--- src/rtl/cpu_ctrl_pkg.sv ---
// cpu_ctrl_pkg
// Shared definitions for the hardwired control unit: ALU opcodes, IR field
// positions, the sequencer state encoding and opcode classification helpers.
package cpu_ctrl_pkg;

  // ALU / instruction opcodes (IR[31:27])
  localparam logic [4:0] OP_ADD  = 5'b00011;
  localparam logic [4:0] OP_SUB  = 5'b00100;
  localparam logic [4:0] OP_AND  = 5'b00101;
  localparam logic [4:0] OP_OR   = 5'b00110;
  localparam logic [4:0] OP_SHR  = 5'b00111;
  localparam logic [4:0] OP_SHRA = 5'b01000;
  localparam logic [4:0] OP_SHL  = 5'b01001;
  localparam logic [4:0] OP_ROR  = 5'b01010;
  localparam logic [4:0] OP_ROL  = 5'b01011;
  localparam logic [4:0] OP_MUL  = 5'b01110;
  localparam logic [4:0] OP_DIV  = 5'b01111;
  localparam logic [4:0] OP_NEG  = 5'b10000;
  localparam logic [4:0] OP_NOT  = 5'b10001;
  localparam logic [4:0] OP_NOP  = 5'b11010;
  localparam logic [4:0] OP_HALT = 5'b11011;

  // IR field bit positions
  localparam int IR_OPC_MSB = 31;
  localparam int IR_OPC_LSB = 27;
  localparam int IR_RA_MSB  = 26;
  localparam int IR_RA_LSB  = 23;
  localparam int IR_RB_MSB  = 22;
  localparam int IR_RB_LSB  = 19;
  localparam int IR_RC_MSB  = 18;
  localparam int IR_RC_LSB  = 15;

  typedef enum logic [3:0] {
    ST_IDLE   = 4'd0,
    ST_FETCH0 = 4'd1,
    ST_FETCH1 = 4'd2,
    ST_FETCH2 = 4'd3,
    ST_T3     = 4'd4,
    ST_T4     = 4'd5,
    ST_T5     = 4'd6,
    ST_T6     = 4'd7,
    ST_HALTED = 4'd8
  } state_e;

  // Opcodes that go through the Y/ALU/Z execute path (T3..T5/T6)
  function automatic logic is_exec_op(input logic [4:0] op);
    case (op)
      OP_ADD, OP_SUB, OP_AND, OP_OR, OP_SHR, OP_SHRA, OP_SHL,
      OP_ROR, OP_ROL, OP_MUL, OP_DIV, OP_NEG, OP_NOT: is_exec_op = 1'b1;
      default:                                         is_exec_op = 1'b0;
    endcase
  endfunction

  function automatic logic is_unary_op(input logic [4:0] op);
    is_unary_op = (op == OP_NEG) || (op == OP_NOT);
  endfunction

  function automatic logic is_muldiv_op(input logic [4:0] op);
    is_muldiv_op = (op == OP_MUL) || (op == OP_DIV);
  endfunction

endpackage

--- src/rtl/decoder_4_to_16.sv ---
// decoder_4_to_16
// Combinational 4-to-16 one-hot decoder with enable.
//   sel_i    : 4-bit index
//   en_i     : when low, output is all zeros
//   onehot_o : one-hot of sel_i when enabled
module decoder_4_to_16 (
  input  logic [3:0]  sel_i,
  input  logic        en_i,
  output logic [15:0] onehot_o
);

  always_comb begin
    onehot_o = '0;
    if (en_i) onehot_o[sel_i] = 1'b1;
  end

endmodule

--- src/rtl/control_sequencer.sv ---
// control_sequencer
// Hardwired Moore control unit for a single-bus CPU datapath. Sequences fetch
// (FETCH0..FETCH2) and execute (T3..T6) for register-register ALU, MUL/DIV,
// NOP and HALT, stalling in FETCH1 until memory reports ready.
//   clk_i, clr_i      : clock, asynchronous active-high reset
//   ir_i              : current IR contents (decoded from T3 onward)
//   mem_ready_i       : MDatain valid, only looked at in FETCH1
//   stop_i            : pause request, only honoured in IDLE / at boundaries
//   *_out_o, r_out_o  : bus-source selects (at most one active per cycle)
//   *_in_o, r_in_o    : register load enables (r_in_o bit 0 never set)
//   inc_pc_o, read_o  : PC increment, MDR input mux select
//   operation_o       : ALU opcode, non-zero only in T4
//   run_o, illegal_o  : running status, undefined-opcode pulse in T3
//
// state     | meaning
// ----------+-------------------------------------------------
// IDLE      | paused, waiting for stop low
// FETCH0    | PC -> MAR, PC incremented
// FETCH1    | memory read into MDR, held until mem_ready
// FETCH2    | MDR -> IR
// T3        | decode; Rb -> Y for execute-class opcodes
// T4        | ALU operates, result into Z
// T5        | Zlow -> Ra (or LO for MUL/DIV)
// T6        | Zhigh -> HI (MUL/DIV only)
// HALTED    | stopped until clr
module control_sequencer
  import cpu_ctrl_pkg::*;
(
  input  logic        clk_i,
  input  logic        clr_i,
  input  logic [31:0] ir_i,
  input  logic        mem_ready_i,
  input  logic        stop_i,
  output logic        pc_out_o,
  output logic        mdr_out_o,
  output logic        zlow_out_o,
  output logic        zhigh_out_o,
  output logic        hi_out_o,
  output logic        lo_out_o,
  output logic [15:0] r_out_o,
  output logic [15:0] r_in_o,
  output logic        mar_in_o,
  output logic        pc_in_o,
  output logic        mdr_in_o,
  output logic        ir_in_o,
  output logic        y_in_o,
  output logic        zlow_in_o,
  output logic        zhigh_in_o,
  output logic        hi_in_o,
  output logic        lo_in_o,
  output logic        inc_pc_o,
  output logic        read_o,
  output logic [4:0]  operation_o,
  output logic        run_o,
  output logic        illegal_o
);

  state_e      state_q, state_d;
  logic [4:0]  opcode;
  logic [3:0]  ra, rb, rc;
  logic        ir_unused;

  logic        r_out_en;
  logic [3:0]  r_out_sel;
  logic        r_in_en;

  assign opcode = ir_i[IR_OPC_MSB:IR_OPC_LSB];
  assign ra     = ir_i[IR_RA_MSB:IR_RA_LSB];
  assign rb     = ir_i[IR_RB_MSB:IR_RB_LSB];
  assign rc     = ir_i[IR_RC_MSB:IR_RC_LSB];
  // Low IR bits carry immediates for instructions this unit does not sequence.
  assign ir_unused = ^ir_i[IR_RC_LSB-1:0];

  always_ff @(posedge clk_i or posedge clr_i) begin
    if (clr_i) state_q <= ST_IDLE;
    else       state_q <= state_d;
  end

  always_comb begin
    state_d = state_q;
    case (state_q)
      ST_IDLE:   state_d = stop_i ? ST_IDLE : ST_FETCH0;
      ST_FETCH0: state_d = ST_FETCH1;
      ST_FETCH1: state_d = mem_ready_i ? ST_FETCH2 : ST_FETCH1;
      ST_FETCH2: state_d = ST_T3;
      ST_T3: begin
        if (is_exec_op(opcode))    state_d = ST_T4;
        else if (opcode == OP_HALT) state_d = ST_HALTED;
        else                        state_d = stop_i ? ST_IDLE : ST_FETCH0;
      end
      ST_T4:     state_d = ST_T5;
      ST_T5: begin
        if (is_muldiv_op(opcode)) state_d = ST_T6;
        else                      state_d = stop_i ? ST_IDLE : ST_FETCH0;
      end
      ST_T6:     state_d = stop_i ? ST_IDLE : ST_FETCH0;
      ST_HALTED: state_d = ST_HALTED;
      default:   state_d = ST_IDLE;
    endcase
  end

  always_comb begin
    pc_out_o    = 1'b0;
    mdr_out_o   = 1'b0;
    zlow_out_o  = 1'b0;
    zhigh_out_o = 1'b0;
    hi_out_o    = 1'b0;
    lo_out_o    = 1'b0;
    mar_in_o    = 1'b0;
    pc_in_o     = 1'b0;
    mdr_in_o    = 1'b0;
    ir_in_o     = 1'b0;
    y_in_o      = 1'b0;
    zlow_in_o   = 1'b0;
    zhigh_in_o  = 1'b0;
    hi_in_o     = 1'b0;
    lo_in_o     = 1'b0;
    inc_pc_o    = 1'b0;
    read_o      = 1'b0;
    operation_o = 5'd0;
    illegal_o   = 1'b0;
    r_out_en    = 1'b0;
    r_out_sel   = rb;
    r_in_en     = 1'b0;
    run_o       = (state_q != ST_IDLE) && (state_q != ST_HALTED);
    case (state_q)
      ST_FETCH0: begin
        pc_out_o = 1'b1;
        mar_in_o = 1'b1;
        inc_pc_o = 1'b1;
      end
      ST_FETCH1: begin
        read_o   = 1'b1;
        mdr_in_o = 1'b1;
      end
      ST_FETCH2: begin
        mdr_out_o = 1'b1;
        ir_in_o   = 1'b1;
      end
      ST_T3: begin
        if (is_exec_op(opcode)) begin
          r_out_en = 1'b1;
          y_in_o   = 1'b1;
        end else if (opcode != OP_NOP && opcode != OP_HALT) begin
          illegal_o = 1'b1;
        end
      end
      ST_T4: begin
        operation_o = opcode;
        r_out_en    = 1'b1;
        r_out_sel   = is_unary_op(opcode) ? rb : rc;
        zlow_in_o   = 1'b1;
        zhigh_in_o  = 1'b1;
      end
      ST_T5: begin
        zlow_out_o = 1'b1;
        if (is_muldiv_op(opcode)) lo_in_o = 1'b1;
        else                      r_in_en = (ra != 4'd0);  // R0 is read-only
      end
      ST_T6: begin
        zhigh_out_o = 1'b1;
        hi_in_o     = 1'b1;
      end
      default: ;
    endcase
  end

  decoder_4_to_16 u_dec_r_out (
    .sel_i    (r_out_sel),
    .en_i     (r_out_en),
    .onehot_o (r_out_o)
  );

  decoder_4_to_16 u_dec_r_in (
    .sel_i    (ra),
    .en_i     (r_in_en),
    .onehot_o (r_in_o)
  );

endmodule

--- config.mk ---
export PLATFORM = sky130hd
export DESIGN_NAME = control_sequencer
export DESIGN_NICKNAME = d
export VERILOG_FILES = /design/src/rtl/cpu_ctrl_pkg.sv /design/src/rtl/decoder_4_to_16.sv /design/src/rtl/control_sequencer.sv
export SDC_FILE = /design/constraint.sdc
export NUM_CORES = 1
export LEC_CHECK = 0
export BUFFER_PORTS_ARGS = -buffer_cell sky130_fd_sc_hd__buf_4
export CAP_MARGIN = 5
export CORE_MARGIN = 2
export CORE_UTILIZATION = 40
export DETAILED_ROUTE_END_ITERATION = 8
export GPL_ROUTABILITY_DRIVEN = 0
export PLACE_DENSITY = 0.86
export RECOVER_POWER = 50
export SYNTH_ARGS = -nofsm -noshare
export SYNTH_HDL_FRONTEND = slang
export SYNTH_SLANG_ARGS = --single-unit
--- constraint.sdc ---
create_clock -name clk_i -period 3.6 [get_ports clk_i]
set_input_delay 0.54 -clock clk_i [delete_from_list [all_inputs] [get_ports clk_i]]
set_output_delay 0.54 -clock clk_i [all_outputs]
set_load 0.005 [all_outputs]
==> run metrics, run 1 <==
Static Leak=0.000659 uW; Post-Route Hold Slack=181 ps; Tcrit/Tclk final=85.2%; peak ir drop on the vdd network=0.246 mV; Clock H-tree levels=1; Data arrival, critical path=2530 ps; Detail Route met3 WL=258 um; #FFs+latches synth=4; Root Buffer Master=clkbuf_4; fin nets=239; max FFs per register=4; initial standard-cell utilization of the core=41.1%; type of the worst min-delay path=in2async; Avg Cell Area, Syn=7.13 sq um; worst clock skew=8.66 ps; detailed-placement wirelength estimate=2400 um; cell area after synthesis=991 sq um; measured slew at the worst slew-check pin=818 ps; PostCTS Resize Cnt=0; clock tree from TritonCTS=yes; number of global-route vias before repair=1077; FFs w/ async S/R, synth=100%; Worst Setup SP=ir_i[29]; final cell count without fillers=231; Post-synth EDFFs=0; Synth warnings=0; main area contributors after synthesis=dfrtp_1 (10%), buf_4 (7.6%), nor2_1 (7.6%); Clk Latency, worst-skew pair=240 ps; I/O Pins=92; number of pins exceeding their max-slew limit in the final report=0; Max-Cap Viols=0; start of the worst register-to-register path=state_q[1]; Max transition margin=44.9%; port buffer count=72; number of distinct library cell variants in the gate-level netlist after synthesis=42; cell row count=18; Final Hold Viols=0; Avg WL per Cell=12.9 um; number of search-and-repair iterations in the first detailed-routing pass=4; DIE AREA=2890 sq um; die extent in x=53.8 um; via total after detailed routing=1287; Primary FF master, synth=dfrtp_1; outcome=complete, no violations; total setup buffers inserted after CTS=0; gr usage total=19.9%; critical path endpoint category=output port; Layout Area Growth over Synthesis=49.0%; hold buffer count at cts=0; pin count of the biggest net entering global routing=20; Largest regs=state_q (4); element type at the critical path start=input port; GR Overflow Total=0; sequential fraction of the synthesis area=10.1%; class of the most critical setup path=in2out; drt drc=0; placed insts=228; initial antenna violation count=0; ratio of cells with drive above 1 in the final layout=41.3%; routed length on met2=1470 um; CP max FO=9; synthesized instance count=139; setup repair after global routing missed its margin=no; Fmax=326 MHz; antenna cells=0; antenna viol nets, final=0; area share of the leading cell type in the synthesized netlist=10.1%; drt first-iter violations=24; via/cell ratio=5.57; height of the die=53.8 um; most area-hungry cell type in the Yosys netlist=dfrtp_1; share of the core filled with cells in the final layout=61.3%; area of the core region=2410 sq um; clock-pin slew of the registers on the worst-case setup and hold paths=40 ps; total power density per cell area=287 nW/um^2; Setup TNS Final=0 ps; maximum root-to-sink buffer count=2; post-route met1 wirelength=1240 um; minimum clock period=3070 ps; final setup violating endpoints=0; global-route wire length before repair=4470 um; critical path data required time=3060 ps; top register by number of flip-flops=state_q; clock sink count=4; number of fill cells in the layout=199; cts bufs inserted=3; detailed-route wire length=2970 um; top metal layer carrying routed signals=met3
==> path summary, 6_finish.rpt <==
kind / to / slack [ps] / cells after the start
max: r_out_o[9] / 530 / 6
min reg2reg: state_q[0] / 690 / 1
max in group asynchronous: state_q[0] / 3270 / 2
max reg2reg: state_q[1] / 1780 / 3
min in group clk_i: state_q[0] / 550 / 3
min: state_q[2] / 180 / 2
==> area by class of cell <==
| class | instances | area [sq um] | share of cell area (%) |
|---|---|---|---|
| timing repair buffer | 72 | 537 | 36.4 |
| multi-input combinational | 117 | 761 | 51.5 |
| tap | 30 | 37.5 | 2.54 |
| inverter | 5 | 18.8 | 1.27 |
| sequential | 4 | 100 | 6.78 |
| clock buffer | 3 | 22.5 | 1.53 |
==> report_power, final <==
part	internal [uW]	switching, uW	leakage [uW]
Clock	37.3	18.9	0.0000138
Combinational	141	127	0.000593
Sequential	59.3	41.0	0.0000522
Total	238	186	0.000659
==> stage by stage <==
stage	total power, uW	area [sq um]	worst slack [ps]
2_1_floorplan	276	1000	1320
3_3_place_gp	363	1470	897
3_5_place_dp	374	1470	864
4_1_cts	431	1490	816
5_1_grt	464	1480	354
6_report	424	1480	532
==> kinds of logic after synthesis <==
group	count (synthesis)	synth area share (%)
simple gates	74	45.1
buf+inv	21	13.1
other cells	1	0.378
compound gates	39	31.3
flops	4	10.1
==> cell usage in the layout (no fill, tap or decap), types with 4 or more instances in the layout <==
cell type  count
buf_4         60
nor2_1        20
clkbuf_4      14
nand2_1       11
a21oi_1       11
nor3_1        11
a211oi_1       8
nand2b_1       5
inv_1          5
nor4b_1        4
and2_0         4
conb_1         4
dfrtp_1        4
==> Yosys cell counts (3+ instances only) <==
cell      instances
nor2_1           20
a21oi_1          11
nand2_1          11
nor3_1           11
buf_4            10
a211oi_1          8
and2_1            5
buf_2             5
nand2b_1          5
dfrtp_1           4
inv_1             4
nor4b_1           4
nor2b_1           3
o22ai_1           3
==> per-layer routing <==
metal | vias up | global-route usage, %
met5 | - | 0
met1 | 592 | 26.8
met3 | 0 | 1.94
li1 | 629 | -
met4 | 0 | 3.85
met2 | 66 | 34.1
==> worst max-delay path, cell delays in order <==
cell and delay (ps):
clkbuf_1 150, or4b_1 730, o21ai_0 400, o21ai_2 270
a211oi_1 280, buf_4 150
No activity file was read; power rests on OpenSTA's default activity.
==> run 2, diff against run 1 <==
--- a/config.mk
+++ b/config.mk
@@ -8,10 +8,10 @@
 export BUFFER_PORTS_ARGS = -buffer_cell sky130_fd_sc_hd__buf_4
 export CAP_MARGIN = 5
 export CORE_MARGIN = 2
-export CORE_UTILIZATION = 40
+export CORE_UTILIZATION = 31
 export DETAILED_ROUTE_END_ITERATION = 8
 export GPL_ROUTABILITY_DRIVEN = 0
-export PLACE_DENSITY = 0.86
+export PLACE_DENSITY = 0.69
 export RECOVER_POWER = 50
 export SYNTH_ARGS = -nofsm -noshare
 export SYNTH_HDL_FRONTEND = slang
==> run metrics, run 2 (synthesized netlist as in run 1, its figures left out) <==
maximum root-to-sink buffer count=2 (unchanged); combined area of the multi-input logic cells=761 sq um (unchanged); Final Hold Viols=0 (unchanged); most common library cell in the layout ignoring fill and taps=buf_4; R2R depth=3 (unchanged); part of the total power dissipated in sequential elements=23.7% (about the same); hold buffer count at cts=0 (unchanged); PostCTS Resize Cnt=0 (unchanged); ratio of cells with drive above 1 in the final layout=40.8% (-0.50 points); clock share of power=13.1% (-0.2 points); clock-pin slew of the registers on the worst-case setup and hold paths=40 ps (about the same); via total after detailed routing=1222 (-5.1%); height of the die=60.5 um (+13%); Static Leak=0.000654 uW (-0.79%); worst setup path end=r_out_o[8]; Root Buffer Master=clkbuf_4; Layout Area Growth over Synthesis=50.4%; Max transition margin=48.6% (+3.7 points); outcome=complete, no violations; port buffer count=72 (unchanged); number of global-route vias before repair=1028 (-4.5%); top register by number of flip-flops=state_q; clock sink count=4 (unchanged); drt first-iter violations=26 (+8.3%); Tcrit/Tclk final=84.2% (-1.1 points); Clk Latency, worst-skew pair=230 ps (about the same); met2 demand-to-capacity share in global routing=24.7% (-9.5 points); minimum clock period=3030 ps (-38.1 ps); global-route wire length before repair=4420 um (-1.1%); Comb power frac=63.2% (about the same); class of the most critical setup path=in2out; number of fill cells in the layout=343 (+72%); cts bufs inserted=3 (unchanged); initial standard-cell utilization of the core=32.5% (-8.7 points); initial antenna violation count=0 (unchanged); M3 GR Usage=1.92% (-0.025 points); pin count of the biggest net entering global routing=20 (unchanged); Clock H-tree levels=1 (unchanged); gr usage total=15.4% (-4.5 points); Final Cell Area=1490 sq um (+0.93%); Largest regs=state_q (4); peak ir drop on the vdd network=0.116 mV (-53%); drt drc=0 (unchanged); total setup buffers inserted after CTS=0 (unchanged); CP max FO=9 (unchanged); most frequent cells in the layout=buf_4 (59), nor2_1 (20), clkbuf_4 (14); Sequential Area=100 sq um (unchanged); type of the worst min-delay path=in2async; Fmax=330 MHz (+1.3%); worst clock skew=1.23 ps (-7.43 ps); Setup TNS Final=0 ps (unchanged); detailed-placement wirelength estimate=2330 um (-3.1%); total internal power=236 uW (-0.66%); start of the worst register-to-register path=state_q[1]; DIE AREA=3670 sq um (+27%); measured slew at the worst slew-check pin=762 ps (-55.3 ps); Worst Setup SP=ir_i[29]; final setup violating endpoints=0 (unchanged); die extent in x=60.5 um (+13%); fin nets=239 (unchanged); cell row count=20 (+2); fraction of power spent switching nets=43.3% (-0.64 points); element type at the critical path start=input port; standard cell area after detailed placement=1490 sq um (+1.2%); Max-Cap Viols=0 (unchanged); sw power=181 uW (-3.2%); GR Overflow Total=0 (unchanged); final total power=417 uW (-1.8%); worst reg2reg path endpoint=state_q[1]; number of search-and-repair iterations in the first detailed-routing pass=4 (unchanged); detailed-route wire length=2880 um (-3.2%); GR Util met1=22.4% (-4.4 points); via/cell ratio=4.99 (-10%); setup repair after global routing missed its margin=no; Avg WL per Cell=11.7 um (-8.7%); clock tree from TritonCTS=yes; antenna viol nets, final=0 (unchanged); max FFs per register=4 (unchanged); total power density per cell area=280 nW/um^2 (-2.7%); critical path endpoint category=output port; layer with the highest usage after global routing=met2; number of pins exceeding their max-slew limit in the final report=0 (unchanged); internal reg-to-reg setup slack=1820 ps (+40 ps); Data arrival, critical path=2490 ps (-40 ps); I/O Pins=92 (unchanged); antenna cells=0 (unchanged); area of the core region=3050 sq um (+27%); critical path data required time=3060 ps (about the same)
run 2: cell count changes in the layout (fill, tap and decap cells not counted), sizes merged:
cell,previous run,this run
buf,60,59
clkbuf,15,16
run 2: layout make-up:
type                    instances  share of cell area (%)
multi-input cells             117                    51.0
well taps                      44                    3.69
repair buffers                 72                    35.8
inverters                       5                    1.26
flip-flops and latches          4                    6.72
clock buffers                   3                    1.51
run 2: critical path, stage by stage:
cell and delay, ps:
clkbuf_1 160, or4b_1 730, o21ai_0 380, o21ai_2 260, a211oi_1 270, buf_4 150
run 2: how the worst min path moves through the flow:
stage	end	cells after the start	start	slack, ps
finish	state_q[3]	2	clr_i	190
global placement	state_q[1]	2	clr_i	430
detailed placement	state_q[3]	2	clr_i	430
CTS	state_q[2]	2	clr_i	180
global route	state_q[3]	2	clr_i	200
floorplan	state_q[0]	1	clr_i	310
run 2: per-stage QoR:
| stage | util [%] | instances | hold WS [ps] | setup WS, ps |
|---|---|---|---|---|
| detailed placement | 48.7 | 242 | 433 | 859 |
| floorplan | - | 142 | 306 | 1320 |
| CTS | 49.4 | 245 | 184 | 836 |
| global placement | 48.7 | 242 | 433 | 871 |
| finish | 48.8 | 245 | 188 | 570 |
| global route | 48.8 | 245 | 197 | 416 |
run 2: power groups by stage:
stage | clock network, uW | registers (uW) | logic (uW)
finish | 54.6 | 98.7 | 263
global route | 60.5 | 103 | 295
CTS | 57.1 | 98.9 | 274
detailed placement | 0 | 99.5 | 273
global placement | 0 | 98.1 | 272
floorplan | 0 | 63.6 | 212
run 2: per-layer routing:
| layer | vias to the layer above | share of wire [%] |
|---|---|---|
| met2 | 48 | 47 |
| met5 | - | 0 |
| li1 | 630 | - |
| met3 | 0 | 5.5 |
| met1 | 544 | 48 |
| met4 | 0 | 0 |
